## src/rtl/vga_frame_arbiter.sv

```systemverilog
// vga_frame_arbiter
// Shares the vga pixel sink between two AXI-Stream pixel sources, one whole
// frame at a time. On each vga start-of-frame pulse the next frame goes
// round-robin to a source that is parked on its first-of-frame pixel. If no
// source is parked, the frame is a constant fill colour. A granted source
// that loses framing (tuser/tlast disagreeing with the pixel position) is
// cut off to fill for the rest of that frame.
//
// Ports
//   aclk, aresetn        clock, asynchronous active-low reset
//   sof                  one-cycle start-of-frame pulse from vga
//   s0_* / s1_*          AXI-Stream pixel sources, tdata = {b,g,r}
//   m_*                  AXI-Stream pixel stream to vga (tlast/tuser regenerated)
//   grant                one-hot active source, 0 while idle or filling
//   err_clr              clears the sticky error flags
//   err_frame            sticky: granted source framing mismatch
//   err_sof              sticky: sof arrived while a frame was in progress
module vga_frame_arbiter #(
  parameter int          H_RES      = 640,
  parameter int          V_RES      = 480,
  parameter logic [11:0] FILL_COLOR = 12'h000
) (
  input  logic            aclk,
  input  logic            aresetn,
  input  logic            sof,
  input  logic            s0_tvalid,
  output logic            s0_tready,
  input  logic [2:0][3:0] s0_tdata,
  input  logic            s0_tlast,
  input  logic            s0_tuser,
  input  logic            s1_tvalid,
  output logic            s1_tready,
  input  logic [2:0][3:0] s1_tdata,
  input  logic            s1_tlast,
  input  logic            s1_tuser,
  output logic            m_tvalid,
  input  logic            m_tready,
  output logic [2:0][3:0] m_tdata,
  output logic            m_tlast,
  output logic            m_tuser,
  output logic [1:0]      grant,
  input  logic            err_clr,
  output logic            err_frame,
  output logic            err_sof
);

  localparam int XW = (H_RES > 1) ? $clog2(H_RES) : 1;
  localparam int YW = (V_RES > 1) ? $clog2(V_RES) : 1;

  typedef enum logic [1:0] {IDLE, STREAM, FILL} state_t;

  state_t        state_q, state_d;
  logic [XW-1:0] x_q, x_d;
  logic [YW-1:0] y_q, y_d;
  logic          gsel_q, gsel_d;             // granted source index while in STREAM
  logic          last_grant_q, last_grant_d; // source that received the previous grant
  logic          err_frame_q, err_frame_d;
  logic          err_sof_q, err_sof_d;

  logic            first_px, last_x, last_y;
  logic            req0, req1, pick;
  logic            sel_valid, sel_user, sel_last;
  logic [2:0][3:0] sel_data;

  always_ff @(posedge aclk or negedge aresetn) begin
    if (!aresetn) begin
      state_q      <= IDLE;
      x_q          <= '0;
      y_q          <= '0;
      gsel_q       <= 1'b0;
      last_grant_q <= 1'b1;  // s0 wins the first contention
      err_frame_q  <= 1'b0;
      err_sof_q    <= 1'b0;
    end else begin
      state_q      <= state_d;
      x_q          <= x_d;
      y_q          <= y_d;
      gsel_q       <= gsel_d;
      last_grant_q <= last_grant_d;
      err_frame_q  <= err_frame_d;
      err_sof_q    <= err_sof_d;
    end
  end

  assign first_px = (x_q == '0) && (y_q == '0);
  assign last_x   = (x_q == XW'(H_RES - 1));
  assign last_y   = (y_q == YW'(V_RES - 1));

  // A source counts as requesting only while parked on its first-of-frame beat.
  assign req0 = s0_tvalid && s0_tuser;
  assign req1 = s1_tvalid && s1_tuser;
  assign pick = (req0 && req1) ? ~last_grant_q : req1;

  assign sel_valid = gsel_q ? s1_tvalid : s0_tvalid;
  assign sel_data  = gsel_q ? s1_tdata  : s0_tdata;
  assign sel_user  = gsel_q ? s1_tuser  : s0_tuser;
  assign sel_last  = gsel_q ? s1_tlast  : s0_tlast;

  assign m_tuser   = first_px;
  assign m_tlast   = last_x;
  assign err_frame = err_frame_q;
  assign err_sof   = err_sof_q;

  always_comb begin
    state_d      = state_q;
    x_d          = x_q;
    y_d          = y_q;
    gsel_d       = gsel_q;
    last_grant_d = last_grant_q;
    err_frame_d  = err_frame_q && !err_clr;
    err_sof_d    = err_sof_q && !err_clr;
    m_tvalid     = 1'b0;
    m_tdata      = FILL_COLOR;
    grant        = 2'b00;
    // Non-granted sources: drop anything that is not a first-of-frame beat.
    s0_tready    = s0_tvalid && !s0_tuser;
    s1_tready    = s1_tvalid && !s1_tuser;

    case (state_q)
      IDLE: begin
        if (sof) begin
          if (req0 || req1) begin
            state_d      = STREAM;
            gsel_d       = pick;
            last_grant_d = pick;
          end else begin
            state_d = FILL;
          end
        end
      end
      STREAM: begin
        m_tvalid = sel_valid;
        m_tdata  = sel_data;
        grant    = gsel_q ? 2'b10 : 2'b01;
        if (gsel_q) s1_tready = m_tready;
        else        s0_tready = m_tready;
        // The offending beat itself is still forwarded; fill takes over after it.
        if (sel_valid && m_tready && ((sel_user != first_px) || (sel_last != last_x))) begin
          err_frame_d = 1'b1;
          state_d     = FILL;
        end
      end
      FILL: begin
        m_tvalid = 1'b1;
      end
      default: state_d = IDLE;
    endcase

    if (m_tvalid && m_tready) begin
      if (last_x) begin
        x_d = '0;
        y_d = last_y ? '0 : y_q + 1'b1;
        if (last_y) state_d = IDLE;  // frame end wins over a same-beat mismatch
      end else begin
        x_d = x_q + 1'b1;
      end
    end

    if (sof && (state_q != IDLE)) err_sof_d = 1'b1;
  end

endmodule

```

## config.mk

```make
export PLATFORM = sky130hd
export DESIGN_NAME = vga_frame_arbiter
export DESIGN_NICKNAME = d
export VERILOG_FILES = /design/src/rtl/vga_frame_arbiter.sv
export SDC_FILE = /design/constraint.sdc
export NUM_CORES = 1
export LEC_CHECK = 0
export CORE_UTILIZATION = 45
export CTS_CLUSTER_SIZE = 20
export DETAILED_ROUTE_END_ITERATION = 10
export PLACE_DENSITY = 0.75
export SYNTH_ARGS = -nofsm -noshare
export SYNTH_HDL_FRONTEND = slang
export SYNTH_SLANG_ARGS = --single-unit
```

## constraint.sdc

```tcl
create_clock -name aclk -period 5.1 [get_ports aclk]
set_input_delay 1.02 -clock aclk [delete_from_list [all_inputs] [get_ports aclk]]
set_output_delay 1.02 -clock aclk [all_outputs]
set_load 0.01 [all_outputs]
```

==> impl_metrics.tcl, run 1 <==
set metrics [dict create \
    synth-edff-count 0 \
    antenna_found_initial 0 \
    final_util_pct 64.37 \
    crit_required_ns 4.08 \
    finalHoldViolCount 0 \
    status "completed" \
    layout_common_cells "clkdlybuf4s50_1 (55), dfrtp_1 (24), nor2b_1 (16), mux2i_1 (16), nand2_1 (16)" \
    synth_seq_area_share_pct 34.89 \
    min_path_cells 2 \
    grt_max_degree 26 \
    grt.busiest_layer "met2" \
    crit_fanout 8 \
    worstMarginPinSlew_ns 1.109 \
    met3_usage_pct 3.646 \
    yosys-top-cells-area "dfrtp_1 (33%), mux2i_1 (8.9%), ha_1 (5.6%)" \
    worst-r2r-cell-count 7 \
    holdCritPathClass "reg -> reg" \
    async_reset_ff_share_pct 100.0 \
    first_iter_violations 103 \
    synth-main-ff-cell "dfrtp_1" \
    post_cts.repair.setup_buffers 0 \
    dpl.hpwl_mm 3.072 \
    leakagePower_uw 0.001004 \
    syn_area_um2 1797 \
    synth_cell_types 47 \
    route.detailed.drc 0 \
    core_um2 3744 \
    post-synth-top-area-cell "dfrtp_1" \
    endpoint_kind "output port" \
    numPortBuffers 55 \
    grt_use_met1_pct 28.87 \
    wl_per_cell_um 13.57 \
    cp-start-kind "primary input" \
    power_density_nw_per_um2 316.6 \
    synth_cells 195 \
    viasPerCell 5.342 \
    min_period_over_period_pct 68.98 \
    cap_violations 0 \
    routed_wl_mm 4.004 \
    setup_viol 0 \
    gr-usage-met2_pct 30.80 \
    place_congestion 0.8902 \
    synth_top_cell_area_share_pct 33.43 \
    syn_area_per_cell_um2 9.214 \
    holdBufCountCts 0 \
    rows 22 \
    num_vias 1576 \
    vdd_drop_max_v 0.0001708 \
    die_y_um 65.19 \
    ant_nets 0 \
    cts_buffer_depth 2 \
    die_x_um 65.19 \
    syn_nets 238 \
    track_usage_pct 19.57 \
    cts_tree "yes" \
    nets 291 \
    clkLatencyLatePin_ns 0.27 \
    fin_skew_ns 0.007887 \
    ioPinCount 56 \
    drive_gt1_share_pct 7.692 \
    firstDrtPassIters 5 \
    htreeDepth 1 \
    fin_area_um2 2410 \
    die-area_um2 4249 \
    rsz0062_at_grt "no" \
    area_growth_syn_to_layout_pct 34.12 \
    cts-root-buf "clkbuf_8" \
    crit_type "in -> out" \
    numCtsBuffers 3 \
    cts_sinks 25 \
    clkSlewWorstSetupHoldPaths_ns 0.09 \
    fmax_ghz 0.2843 \
    grt_overflow_total 0 \
    post_cts_resized 0 \
    synth-seq-cells 25 \
    crit_arrival_ns 2.50 \
    first_global_vias 1383 \
    initial_core_util_pct 47.99 \
    drv_slew 0 \
    slew_headroom_pct 25.81 \
    setup-tns-final_ns 0 \
    min_period_ns 3.518 \
    diodes 0 \
    grt_pass1_wl_mm 6.555 \
    yosys_warnings 0 \
    post_dp_cell_area_um2 2361 \
    final_common_cell "clkdlybuf4s50_1" \
    nFillCells 337 \
    rrSetupSlack_ns 2.54 \
]
## flip-flops by register name (all words and copies together), names as in the netlist
name / flops
x_q: 10
y_q: 9
state_q: 2
err_frame: 1
err_sof: 1
gsel_q: 1
last_grant_q: 1
## cells in the mapped netlist, types with 3 or more instances
| cell | count |
|---|---|
| a21o_1 | 4 |
| a21oi_1 | 3 |
| dfrtp_1 | 24 |
| ha_1 | 8 |
| inv_1 | 11 |
| mux2_2 | 3 |
| mux2i_1 | 16 |
| nand2_1 | 16 |
| nand3_1 | 11 |
| nand4_1 | 5 |
| nor2_1 | 11 |
| nor2b_1 | 16 |
| nor3_1 | 4 |
| nor4_1 | 3 |
| o21ai_0 | 9 |
| o31ai_1 | 3 |
| xnor2_1 | 6 |
| xor2_1 | 4 |
## critical path: stages
cell	delay, ns
clkdlybuf4s50_1	0.52
mux2_4	0.22
a21oi_1	0.08
nor2b_1	0.13
clkdlybuf4s50_1	0.53
## path summary, 6_finish.rpt
| path | startpoint | endpoint |
|---|---|---|
| max | s0_tvalid | m_tvalid |
| min | err_frame | err_frame |
| max reg2reg | state_q[1] | y_q[5] |
| min reg2reg | err_frame | err_frame |
| max in group asynchronous | aresetn | y_q[6] |
| min in group asynchronous | aresetn | x_q[4] |
## cell type report
type	instances	area [um^2]	area share [%]
clock buffers	3	41.29	1.713
inverters	11	41.29	1.713
multi-input cells	152	1082	44.91
clock inverters	1	7.507	0.3115
repair buffers	55	550.5	22.85
well taps	48	60.06	2.492
flip-flops and latches	25	626.9	26.01
## power by group
group | internal (uW) | total, uW | switching, uW
logic | 193 | 346 | 153
registers | 236 | 297 | 61.1
clock network | 55.3 | 120 | 64.7
## per-layer routing
metal	part of all wire, %	wire length [um]
met1	50	2012
met2	46	1829
met3	4.0	162
met4	0	0
met5	0	0
## cells by family after synthesis
group | share of synthesized area, %
AO/OA/AOI/OAI | 11.49
XOR/XNOR | 4.874
adder cells (fa/ha/maj) | 5.571
buffers and inverters | 4.874
flip-flops | 34.89
multiplexers | 12.46
AND/OR/NAND/NOR | 25.84
## stage by stage
stage	std cells	worst slack, ns	power (uW)	hold slack, ns
floorplan	195	2.549	513.1	0.4839
global placement	291	1.605	639.4	0.4869
detailed placement	291	1.589	646.9	0.4978
CTS	295	1.580	769.2	0.5217
global route	295	1.500	815.0	0.5433
finish	295	1.582	762.8	0.5153
(Power assumes the default switching activity.)
==> run 2, diff against run 1 <==
--- a/config.mk
+++ b/config.mk
@@ -5,10 +5,10 @@
 export SDC_FILE = /design/constraint.sdc
 export NUM_CORES = 1
 export LEC_CHECK = 0
-export CORE_UTILIZATION = 45
+export CORE_UTILIZATION = 42
 export CTS_CLUSTER_SIZE = 20
 export DETAILED_ROUTE_END_ITERATION = 10
-export PLACE_DENSITY = 0.75
+export PLACE_DENSITY = 0.73
 export SYNTH_ARGS = -nofsm -noshare
 export SYNTH_HDL_FRONTEND = slang
 export SYNTH_SLANG_ARGS = --single-unit
==> constraint.sdc (replaced) <==
create_clock -name aclk -period 3.1 [get_ports aclk]
set_input_delay 0.62 -clock aclk [delete_from_list [all_inputs] [get_ports aclk]]
set_output_delay 0.62 -clock aclk [all_outputs]
set_load 0.01 [all_outputs]
==> run 2 against run 1 <==
  * Via count rose by 0.89%
  * Total power rose by 66%
  * Register-to-register slack got worse by 1.8 ns
  * Sequential cell count did not move
  * Combinational power rose by 76%
  * Wire length rose by 0.90%
  * Clock-buffer cell count did not move
  * Clock skew barely moved
  * Critical endpoint is now m_tuser
==> impl_metrics.tcl, run 2 (synthesis results as in run 1) <==
set metrics [dict create \
    p_int_uw 806.2 \
    rows 23 \
    endpoint_kind "output port" \
    finalHoldViolCount 0 \
    reg_top3 "x_q x10, y_q x9, state_q x2" \
    min_period_ns 2.832 \
    die_y_um 67.41 \
    placedCellCount 296 \
    cap_violations 0 \
    crit_fanout 3 \
    num_vias 1590 \
    layout_common_cells "clkdlybuf4s50_1 (55), dfrtp_1 (24), nor2b_1 (16), mux2i_1 (16), nand2_1 (16)" \
    drive_gt1_share_pct 9.200 \
    clkSlewWorstSetupHoldPaths_ns 0.09 \
    crit_required_ns 2.48 \
    ant_nets 0 \
    route.detailed.drc 0 \
    max_stage_delay_ns 0.54 \
    first_global_vias 1381 \
    worstMarginPinSlew_ns 0.7918 \
    antenna_found_initial 0 \
    hold_ws_ns 0.5141 \
    setup-tns-final_ns 0 \
    holdCritPathClass "reg -> reg" \
    initial_core_util_pct 44.28 \
    slew_headroom_pct 46.73 \
    vdd_drop_max_v 0.0002214 \
    first_iter_violations 35 \
    rsz0062_at_grt "no" \
    dpl.hpwl_mm 3.098 \
    fin_skew_ns 0.007639 \
    nets 294 \
    numPortBuffers 55 \
    setup_viol 0 \
    grt_max_degree 26 \
    power_uw 1267 \
    routed_wl_mm 4.040 \
    wl_per_cell_um 13.47 \
    min_period_over_period_pct 91.37 \
    post_dp_cell_area_um2 2386 \
    largest_reg_flops 10 \
    power.switching_uw 460.7 \
    comb_power_share_pct 48.2 \
    cp_common_cell "inv_1" \
    swShare_pct 36.36 \
    cp-endpoint "m_tuser" \
    p_seq_share_pct 36.8 \
    viasPerCell 5.300 \
    reg2reg_from "state_q[1]" \
    cts_sinks 25 \
    final_common_cell "clkdlybuf4s50_1" \
    worst-r2r-cell-count 7 \
    worstSetupStartpoint "x_q[1]" \
    grt_pass1_wl_mm 6.175 \
    place_congestion 0.8183 \
    holdBufCountCts 0 \
    fin_cells 300 \
    grt_overflow_total 0 \
    cp-start-kind "flip-flop" \
    cts_buffer_depth 2 \
    post_cts_resized 0 \
    diodes 0 \
    leakagePower_uw 0.001025 \
    cts-root-buf "clkbuf_8" \
    regMostFlops "x_q" \
    track_usage_pct 17.87 \
    fin_area_um2 2439 \
    clock_power_share_pct 15.1 \
    drv_slew 0 \
    crit_arrival_ns 2.21 \
    htreeDepth 1 \
    core_um2 4058 \
    power_density_nw_per_um2 519.5 \
    crit_type "reg -> out" \
    ioPinCount 56 \
    die_x_um 67.41 \
    firstDrtPassIters 4 \
    status "completed" \
    post_cts.repair.setup_buffers 0 \
    numCtsBuffers 3 \
    area_growth_syn_to_layout_pct 35.72 \
    rrSetupSlack_ns 0.79 \
    fmax_ghz 0.3531 \
    worstPathCellList "inv_1, ha_1, nor4b_2, nand4_1, or2_2, inv_1, clkdlybuf4s50_1" \
    die-area_um2 4543 \
    clkLatencyLatePin_ns 0.27 \
    cts_tree "yes" \
    crit_slowest_cell "clkdlybuf4s50_1" \
    r2r_end "y_q[5]" \
    nFillCells 376 \
]
==> run 2: metal layers <==
metal  wire length (um)  up-vias  global-route usage [%]
met5                  0        -                       0
met4                 42        0                   5.585
met3                126        5                   2.196
met2               1966       35                   29.63
met1               1904      748                   24.08
li1                   -      802                       -
==> run 2: power groups by stage <==
stage               sequential, uW  combinational (uW)  clock (uW)
floorplan                      450                 394           0
global placement               466                 598           0
detailed placement             469                 609           0
CTS                            463                 612         199
global route                   477                 670         211
finish                         466                 610         191
==> run 2: how the worst min path moves through the flow <==
stage | slack (ns) | to | startpoint | cells after the start
CTS | 0.52 | last_grant_q | last_grant_q | 1
finish | 0.51 | err_frame | err_frame | 2
detailed placement | 0.50 | err_frame | err_frame | 2
global placement | 0.49 | err_frame | err_frame | 2
global route | 0.52 | last_grant_q | last_grant_q | 1
floorplan | 0.32 | err_frame | aresetn | 0
==> run 2: cell type report <==
class | count | area [um^2] | area share [%]
clock buffer | 3 | 41.29 | 1.693
clock inverter | 1 | 5.005 | 0.2052
inverter | 11 | 41.29 | 1.693
multi-input combinational | 152 | 1089 | 44.64
sequential | 25 | 626.9 | 25.71
tap | 50 | 62.56 | 2.565
timing repair buffer | 58 | 573.1 | 23.50
==> run 2: worst max-delay path, delay by kind of cell, from the launching register on <==
family,cells,cell delay (ns)
buffers and inverters,3,0.72
AND/OR/NAND/NOR,3,0.69
flip-flops,1,0.41
adder cells (fa/ha/maj),1,0.13
==> run 2: through the flow <==
stage	worst slack (ns)	util (%)
2_1_floorplan	1.101	-
3_3_place_gp	0.4108	58.80
3_5_place_dp	0.4071	58.80
4_1_cts	0.2087	59.94
5_1_grt	0.1355	60.10
6_report	0.2676	60.10
==> run 3, diff against run 2 <==
--- a/config.mk
+++ b/config.mk
@@ -9,6 +9,7 @@
 export CTS_CLUSTER_SIZE = 20
 export DETAILED_ROUTE_END_ITERATION = 10
 export PLACE_DENSITY = 0.73
+export SLEW_MARGIN = 20
 export SYNTH_ARGS = -nofsm -noshare
 export SYNTH_HDL_FRONTEND = slang
 export SYNTH_SLANG_ARGS = --single-unit
==> results of run 3 <==
The final DEF is identical to that of run 2; final timing and power are the same.
